[config.mk]
export PLATFORM = sky130hd
export DESIGN_NAME = fetch_queue_flat
export DESIGN_NICKNAME = d
export VERILOG_FILES = /design/src/rtl/fetch_pkg.sv /design/src/rtl/fetch_queue_if.sv /design/src/rtl/fetch_fifo.sv /design/src/rtl/fetch_queue.sv /design/src/flat_wrapper.sv
export SDC_FILE = /design/constraint.sdc
export NUM_CORES = 1
export LEC_CHECK = 0
export CAP_MARGIN = 20
export CORE_AREA = 5 5 144 146
export DETAILED_ROUTE_END_ITERATION = 12
export DIE_AREA = 0 0 149 151
export PLACE_DENSITY = 0.57
export SLEW_MARGIN = 0
export SYNTH_ARGS = -nofsm -noshare
export SYNTH_HDL_FRONTEND = slang
export SYNTH_SLANG_ARGS = --single-unit
export TNS_END_PERCENT = 1
[constraint.sdc]
create_clock -name clk -period 5.85 [get_ports clk]
set_input_delay 0.8775 -clock clk [delete_from_list [all_inputs] [get_ports clk]]
set_output_delay 0.8775 -clock clk [all_outputs]
set_load 0.01 [all_outputs]
[src/rtl/fetch_pkg.sv]
// fetch_pkg
// Shared definitions for the instruction-fetch front end: default HLT opcode
// and PC step, the queue entry layout at the default 16-bit widths, and the
// helper that sizes occupancy/credit counters.
package fetch_pkg;

    localparam logic [3:0] HLT_OPCODE_DEFAULT = 4'hF;
    localparam int         INSTR_STEP_DEFAULT = 2;

    // One buffered instruction together with the PC it was fetched from.
    typedef struct packed {
        logic [15:0] pc;
        logic [15:0] instr;
    } fetch_entry_t;

    // A counter that must hold every value from 0 up to depth inclusive.
    function automatic int count_width(input int depth);
        return $clog2(depth + 1);
    endfunction

endpackage

[src/rtl/fetch_queue_if.sv]
// fetch_queue_if
// Bundles every handshake/bus signal of the fetch unit: the instruction
// memory request/response channel, the branch redirect input and the
// valid/ready channel towards the IF/ID register.
//   master : the fetch unit (drives requests and the decoupled output)
//   slave  : the surrounding pipeline and instruction memory
interface fetch_queue_if #(
    parameter int DATA_W = 16,
    parameter int ADDR_W = 16,
    parameter int DEPTH  = 4
);
    import fetch_pkg::*;

    localparam int CW = count_width(DEPTH);

    logic              imem_req_valid;
    logic [ADDR_W-1:0] imem_req_addr;
    logic              imem_req_ready;
    logic              imem_rsp_valid;
    logic [DATA_W-1:0] imem_rsp_data;
    logic              redirect;
    logic [ADDR_W-1:0] redirect_pc;
    logic              out_valid;
    logic [DATA_W-1:0] out_instr;
    logic [ADDR_W-1:0] out_pc_next;
    logic              out_ready;
    logic              fetch_stopped;
    logic [CW-1:0]     occupancy;

    modport master (
        output imem_req_valid, imem_req_addr, out_valid, out_instr,
               out_pc_next, fetch_stopped, occupancy,
        input  imem_req_ready, imem_rsp_valid, imem_rsp_data, redirect,
               redirect_pc, out_ready
    );

    modport slave (
        input  imem_req_valid, imem_req_addr, out_valid, out_instr,
               out_pc_next, fetch_stopped, occupancy,
        output imem_req_ready, imem_rsp_valid, imem_rsp_data, redirect,
               redirect_pc, out_ready
    );

endinterface

[src/rtl/fetch_fifo.sv]
// fetch_fifo
// Synchronous WIDTH x DEPTH FIFO with push, pop, clear and an entry count.
// Pushed data is only visible at the head from the following cycle; there is
// no bypass. Clear wins over a simultaneous push. DEPTH must be a power of two.
//   clk, rst   : clock, synchronous active-high reset
//   clear      : discard all entries
//   push/push_data : write one entry (ignored when full unless also popping)
//   pop/pop_data   : remove the head entry (ignored when empty)
//   count, empty   : current fill level
module fetch_fifo
    import fetch_pkg::*;
#(
    parameter int WIDTH = 32,
    parameter int DEPTH = 4,
    localparam int CW   = count_width(DEPTH)
) (
    input  logic             clk,
    input  logic             rst,
    input  logic             clear,
    input  logic             push,
    input  logic [WIDTH-1:0] push_data,
    input  logic             pop,
    output logic [WIDTH-1:0] pop_data,
    output logic [CW-1:0]    count,
    output logic             empty
);

    localparam int AW = $clog2(DEPTH);

    logic [WIDTH-1:0] mem [DEPTH];
    logic [AW-1:0]    wr_ptr;
    logic [AW-1:0]    rd_ptr;
    logic             full;
    logic             do_push;
    logic             do_pop;

    always_comb begin
        empty    = (count == '0);
        full     = (count == CW'(DEPTH));
        do_pop   = pop & ~empty;
        do_push  = push & (~full | do_pop);
        pop_data = mem[rd_ptr];
    end

    // Pointers wrap naturally because DEPTH is a power of two.
    always_ff @(posedge clk) begin
        if (rst || clear) begin
            wr_ptr <= '0;
            rd_ptr <= '0;
            count  <= '0;
        end else begin
            if (do_push) wr_ptr <= wr_ptr + AW'(1);
            if (do_pop)  rd_ptr <= rd_ptr + AW'(1);
            count <= count + CW'(do_push) - CW'(do_pop);
        end
    end

    always_ff @(posedge clk) begin
        if (do_push && !clear && !rst) mem[wr_ptr] <= push_data;
    end

endmodule

[src/rtl/fetch_queue.sv]
// fetch_queue
// Decoupled instruction-fetch front end. Issues in-order requests to an
// instruction memory of arbitrary latency, buffers returned instructions in a
// DEPTH-entry queue and hands them to IF/ID over valid/ready. A request is
// only issued when a queue slot is guaranteed for its response, so the queue
// cannot overflow. Branch redirects flush the queue and mark every in-flight
// response for discard; an enqueued HLT instruction stops further fetching.
//   clk, rst : clock, synchronous active-high reset
//   bus      : fetch_queue_if master (memory channel, redirect, output channel,
//              fetch_stopped and occupancy status)
module fetch_queue
    import fetch_pkg::*;
#(
    parameter int                DATA_W     = 16,
    parameter int                ADDR_W     = 16,
    parameter int                DEPTH      = 4,
    parameter logic [ADDR_W-1:0] RESET_PC   = '0,
    parameter int                INSTR_STEP = INSTR_STEP_DEFAULT,
    parameter logic [3:0]        HLT_OPCODE = HLT_OPCODE_DEFAULT
) (
    input  logic           clk,
    input  logic           rst,
    fetch_queue_if.master  bus
);

    localparam int                CW   = count_width(DEPTH);
    localparam logic [ADDR_W-1:0] STEP = ADDR_W'(INSTR_STEP);

    typedef struct packed {
        logic [ADDR_W-1:0] pc;
        logic [DATA_W-1:0] instr;
    } entry_t;

    logic [ADDR_W-1:0] fetch_pc;
    logic [ADDR_W-1:0] rsp_pc;
    logic [CW-1:0]     outst;
    logic [CW-1:0]     drop;
    logic              stop;

    logic [CW-1:0]     count;
    logic              fifo_empty;
    entry_t            head;
    entry_t            tail;
    logic [CW:0]       in_use;
    logic              req_valid;
    logic              req_fire;
    logic              rsp_live;
    logic              is_hlt;
    logic              out_valid;
    logic              pop;

    // Credits count both buffered entries and every outstanding request,
    // including those whose responses will be dropped, so a slot is always
    // free when a response arrives. A redirect or HLT suppresses everything
    // that would otherwise issue, enqueue or present in that cycle.
    always_comb begin
        in_use    = {1'b0, count} + {1'b0, outst};
        req_valid = ~rst & ~bus.redirect & ~stop & (in_use < (CW+1)'(DEPTH));
        req_fire  = req_valid & bus.imem_req_ready;
        rsp_live  = bus.imem_rsp_valid & ~bus.redirect & ~stop & (drop == '0);
        is_hlt    = (bus.imem_rsp_data[DATA_W-1 -: 4] == HLT_OPCODE);
        out_valid = ~rst & ~fifo_empty & ~bus.redirect;
        pop       = out_valid & bus.out_ready;
        tail.pc    = rsp_pc;
        tail.instr = bus.imem_rsp_data;
    end

    always_comb begin
        bus.imem_req_valid = req_valid;
        bus.imem_req_addr  = fetch_pc;
        bus.out_valid      = out_valid;
        bus.out_instr      = head.instr;
        bus.out_pc_next    = head.pc + STEP;
        bus.fetch_stopped  = stop;
        bus.occupancy      = count;
    end

    // PC, credit and drop bookkeeping. On a redirect no request can issue, so
    // whatever is still outstanding after this cycle's response (which is
    // itself discarded) is exactly what must be dropped.
    always_ff @(posedge clk) begin
        if (rst) begin
            fetch_pc <= RESET_PC;
            rsp_pc   <= RESET_PC;
            outst    <= '0;
            drop     <= '0;
            stop     <= 1'b0;
        end else if (bus.redirect) begin
            fetch_pc <= bus.redirect_pc;
            rsp_pc   <= bus.redirect_pc;
            stop     <= 1'b0;
            outst    <= outst - CW'(bus.imem_rsp_valid);
            drop     <= outst - CW'(bus.imem_rsp_valid);
        end else begin
            if (req_fire) fetch_pc <= fetch_pc + STEP;
            outst <= outst + CW'(req_fire) - CW'(bus.imem_rsp_valid);
            if (bus.imem_rsp_valid && (drop != '0)) drop <= drop - CW'(1);
            if (rsp_live) begin
                rsp_pc <= rsp_pc + STEP;
                if (is_hlt) stop <= 1'b1;
            end
        end
    end

    fetch_fifo #(
        .WIDTH (ADDR_W + DATA_W),
        .DEPTH (DEPTH)
    ) u_fifo (
        .clk       (clk),
        .rst       (rst),
        .clear     (bus.redirect),
        .push      (rsp_live),
        .push_data (tail),
        .pop       (pop),
        .pop_data  (head),
        .count     (count),
        .empty     (fifo_empty)
    );

endmodule

[src/flat_wrapper.sv]
// flat-port wrapper written by rule: the top's interface ports become plain ports
module fetch_queue_flat import fetch_pkg::*;
#(
    parameter int                DATA_W     = 16,
    parameter int                ADDR_W     = 16,
    parameter int                DEPTH      = 4,
    parameter logic [ADDR_W-1:0] RESET_PC   = '0,
    parameter int                INSTR_STEP = INSTR_STEP_DEFAULT,
    parameter logic [3:0]        HLT_OPCODE = HLT_OPCODE_DEFAULT
)
  (clk, rst, bus_imem_req_valid, bus_imem_req_addr, bus_out_valid, bus_out_instr, bus_out_pc_next, bus_fetch_stopped, bus_occupancy, bus_imem_req_ready, bus_imem_rsp_valid, bus_imem_rsp_data, bus_redirect, bus_redirect_pc, bus_out_ready);
  fetch_queue_if #(.DATA_W(DATA_W), .ADDR_W(ADDR_W), .DEPTH(DEPTH)) bus_i ();
  input  logic clk;
  input  logic rst;
  output wire logic [$bits(bus_i.imem_req_valid)-1:0] bus_imem_req_valid;
  output wire logic [$bits(bus_i.imem_req_addr)-1:0] bus_imem_req_addr;
  output wire logic [$bits(bus_i.out_valid)-1:0] bus_out_valid;
  output wire logic [$bits(bus_i.out_instr)-1:0] bus_out_instr;
  output wire logic [$bits(bus_i.out_pc_next)-1:0] bus_out_pc_next;
  output wire logic [$bits(bus_i.fetch_stopped)-1:0] bus_fetch_stopped;
  output wire logic [$bits(bus_i.occupancy)-1:0] bus_occupancy;
  input wire logic [$bits(bus_i.imem_req_ready)-1:0] bus_imem_req_ready;
  input wire logic [$bits(bus_i.imem_rsp_valid)-1:0] bus_imem_rsp_valid;
  input wire logic [$bits(bus_i.imem_rsp_data)-1:0] bus_imem_rsp_data;
  input wire logic [$bits(bus_i.redirect)-1:0] bus_redirect;
  input wire logic [$bits(bus_i.redirect_pc)-1:0] bus_redirect_pc;
  input wire logic [$bits(bus_i.out_ready)-1:0] bus_out_ready;
  assign bus_imem_req_valid = bus_i.imem_req_valid;
  assign bus_imem_req_addr = bus_i.imem_req_addr;
  assign bus_out_valid = bus_i.out_valid;
  assign bus_out_instr = bus_i.out_instr;
  assign bus_out_pc_next = bus_i.out_pc_next;
  assign bus_fetch_stopped = bus_i.fetch_stopped;
  assign bus_occupancy = bus_i.occupancy;
  assign bus_i.imem_req_ready = bus_imem_req_ready;
  assign bus_i.imem_rsp_valid = bus_imem_rsp_valid;
  assign bus_i.imem_rsp_data = bus_imem_rsp_data;
  assign bus_i.redirect = bus_redirect;
  assign bus_i.redirect_pc = bus_redirect_pc;
  assign bus_i.out_ready = bus_out_ready;
  fetch_queue #(.DATA_W(DATA_W), .ADDR_W(ADDR_W), .DEPTH(DEPTH), .RESET_PC(RESET_PC), .INSTR_STEP(INSTR_STEP), .HLT_OPCODE(HLT_OPCODE)) u_core (.clk(clk), .rst(rst), .bus(bus_i));
endmodule
==> metrics.md <==
| Metric | Value |
|---|---|
| Status | `finished, final reports clean` |
| Pre-antenna DRT Iters | `4` |
| GPL Wtd Cong | `around 0.76` |
| Final period util | `a little over two thirds` |
| Distinct cell type count after synthesis | `58` |
| HPWL after detailed placement | `approximately 10 mm` |
| Fin area | `9310 µm²` |
| Hold_buf cts | `0` |
| CP Capture Type | `output port` |
| Post-CTS Setup Inserts | `0` |
| Layout cells sized above 1 | `between 10% and 20%` |
| Die area | `between 20000 and 25000 µm²` |
| Chip width | `149 µm` |
| Clk_lat worst skew | `0.41 ns` |
| GRT Residual Overflow | `0` |
| DR vias/cell | `4.98` |
| CP required | `4.97 ns` |
| Worst-path clk slew | `roughly 0.07 ns` |
| Metal-1 WL | `about 7.3 mm` |
| Syn-to-layout area delta | `23.8%` |
| Synth Register Bits | `176` |
| Ranking of synthesized cells by area | `edfxtp_1 (51%), dfxtp_1 (13%), mux4_2 (9.0%), ha_1 (2.8%), xnor2_1 (2.4%)` |
| Fill cell count | `between 1.5k and 2k` |
| Switch Pwr | `0.000591 W` |
| N_diodes | `0` |
| Actual slew at the worst max-slew pin | `0.776 ns` |
| Vias post-DR | `4443` |
| PD cells | `293 nW/µm²` |
| Metal2 WL | `roughly 7.2 mm` |
| Clock Skews | `between 0.006 and 0.007 ns` |
| Crit path DAT | `between 3 and 4 ns` |
| Final min period | `4.09 ns` |
| Clock root cell | `clkbuf_16` |
| Cell Count, Final, Fillers Out | `893` |
| TritonCTS Buffers | `17` |
| Gr usage total | `14.1%` |
| Clk pwr share | `41.6%` |
| Slew Limit Fails | `0` |
| Setup violators final | `0` |
| Top-count cell post-synth | `edfxtp_1` |
| Crit-path max FO | `16` |
| Post-CTS Resized | `0` |
| Sw frac | `a little over a fifth` |
| Storage cell area | `a little under 5000 µm²` |
| Area leader, netlist | `edfxtp_1` |
| EDFF count, synth | `128` |
| CTS tree | `yes` |
| Vias in the first global route | `~4.5k` |
| Iter 0 DRT Violations | `227` |
| Async SR Flop Fraction | `0%` |
| Area of the mapped netlist | `7520 µm²` |
| Placed cells | `861` |
| Clock Sinks | `176` |
| WL final | `between 15 and 20 mm` |
| WS Path Type | `flop to output port` |
| RSZ-0062 raised after global routing | `false` |
| Fin nets | `672` |
| FP Rows | `51` |
| Clk buf depth | `2` |
| Buffers on Ports | `91` |
| Starting Density | `39.0%` |
| Pre-CTS setup slack | `1.79 ns` |
| HP Class | `flop to flop` |
| Global-route wire length before repair | `24.5 mm` |
| Post-Syn Area per Cell | `14.6 µm²` |
| Setup TNS | `0 ns` |
| Rel. slew slack | `48.2%` |
| Avg WL per Cell | `around 17 µm` |
| Max-cap violations | `0` |
| Syn. warnings | `0` |
| Die height | `about 150 µm` |
| DRC violations left | `0` |
| Post-place instance area | `~8700 µm²` |
| Sequential-to-total area share from yosys stat | `63.9%` |
| Multi-input gate area | `2510 µm²` |
| Max VDD drop | `0.227 mV` |
| H-Tree Depth | `4` |
| Mapped Cells | `515` |
| Fmax | `0.244 GHz` |
| Final hold vios | `0` |
| Largest net degree at the start of global routing | `38` |
| Crit start category | `flop` |
| Part of the power in combinational logic | `7.1%` |
| Top cell type's share of synthesized area | `about 51%` |
| ANT nets after route | `0` |
| Leak | `3.07 nW` |
| Reg power frac | `51.3%` |
| Num ports | `92` |
| Met3 WL post-DR | `705 µm` |
| Top FF cell, synth | `edfxtp_1` |
| DR top layer | `met4` |
| Commonest cells in the netlist | `edfxtp_1 (128), dfxtp_1 (48), nand2_1 (36)` |
| Int Pwr | `~0.0021 W` |
| Syn_nets | `572` |
| Core area | `between 15000 and 20000 µm²` |
| PnR worst setup slack | `1.76 ns` |
| Initial antenna violation count | `0` |
-- layout make-up --
class                           count  area share (%)
Tap cell                          265            3.56
Sequential cell                   176            51.6
Multi-Input combinational cell    297            27.0
Timing Repair Buffer              101            10.6
Clock buffer                       19            4.65
Inverter                           22           0.887
Clock inverter                     13            1.72
-- flip-flops by register name (all words and copies together), names as in the netlist, named ones only --
register                  flops
u_core.u_fifo.mem           128
u_core.bus.imem_req_addr     16
u_core.rsp_pc                16
u_core.drop                   3
u_core.outst                  3
u_core.u_fifo.count           3
u_core.u_fifo.rd_ptr          2
u_core.u_fifo.wr_ptr          2
u_core.bus.fetch_stopped      1
-- path summary, 6_finish.rpt --
check	from	end	slack, ns	cells after the start
worst min register to register	u_core.bus.imem_req_addr[0]$_SDFFE_PP0P_	u_core.bus.imem_req_addr[0]$_SDFFE_PP0P_	0.47	2
worst min-delay path	u_core.bus.imem_req_addr[0]$_SDFFE_PP0P_	u_core.bus.imem_req_addr[0]$_SDFFE_PP0P_	0.47	2
worst max register to register	u_core.u_fifo.count[1]$_SDFF_PP0_	u_core.outst[2]$_SDFF_PP0_	2.92	10
worst max-delay path	flop	bus_out_pc_next[15]	1.76	7
-- power by group through the flow --
| stage | Combinational [W] | Sequential, W | Clock, W |
|---|---|---|---|
| 5_1_grt | 0.000215 | 0.00140 | 0.00122 |
| 2_1_floorplan | 0.000108 | 0.00142 | 0 |
| 3_3_place_gp | 0.000191 | 0.00142 | 0 |
| 3_5_place_dp | 0.000193 | 0.00143 | 0 |
| 4_1_cts | 0.000194 | 0.00140 | 0.00116 |
| 6_report | 0.000193 | 0.00140 | 0.00114 |
-- through the flow --
stage	total power, W	util (%)	hold slack [ns]
detailed placement	0.00162	45.2	0.472
global placement	0.00162	45.2	0.476
finish	0.00273	48.3	0.471
CTS	0.00275	48.3	0.481
floorplan	0.00153	-	0.460
global route	0.00284	48.3	0.516
-- cell usage in the layout, fill, tap and decap left out, drive strengths merged, types with 5 or more instances in the layout --
| cell | netlist | final |
|---|---|---|
| edfxtp | 128 | 128 |
| clkdlybuf4s50 | 0 | 91 |
| dfxtp | 48 | 48 |
| nand2 | 36 | 36 |
| nor2 | 33 | 33 |
| mux4 | 32 | 32 |
| inv | 20 | 24 |
| a21oi | 23 | 23 |
| xnor2 | 21 | 21 |
| clkbuf | 11 | 19 |
| ha | 17 | 17 |
| nand3 | 16 | 16 |
| xor2 | 16 | 16 |
| nand4 | 13 | 13 |
| and2 | 11 | 11 |
| buf | 9 | 10 |
| o21ai | 9 | 9 |
| a21boi | 8 | 8 |
| nor3 | 8 | 8 |
| a211oi | 7 | 7 |
| a31oi | 5 | 5 |
| nor4 | 5 | 5 |
-- worst max-delay path: stages (launching register included) --
cell and delay, ns:
dfxtp_1 0.82, mux4_2 0.38, ha_1 0.23, nand4_1 0.19
nor3_2 0.24, nand4_1 0.17, xnor2_1 0.20, clkdlybuf4s50_1 0.57
-- per-layer routing --
layer / track usage (%) / vias up
met3: 4.04 / 6
li1: - / 2147
met1: 19.4 / 2179
met4: 3.84 / 0
met2: 22.3 / 111
met5: 0 / -
-- logic make-up after synthesis --
logic type / count (synthesis) / share of synthesized area [%]
simple gates: 139 / 9.69
compound gates: 63 / 5.29
buf+inv: 42 / 2.70
flops: 176 / 63.9
mux: 39 / 10.7
xor+xnor: 37 / 4.31
fa+ha+maj: 19 / 3.36
Note: power is estimated with default switching activity, not from simulation.
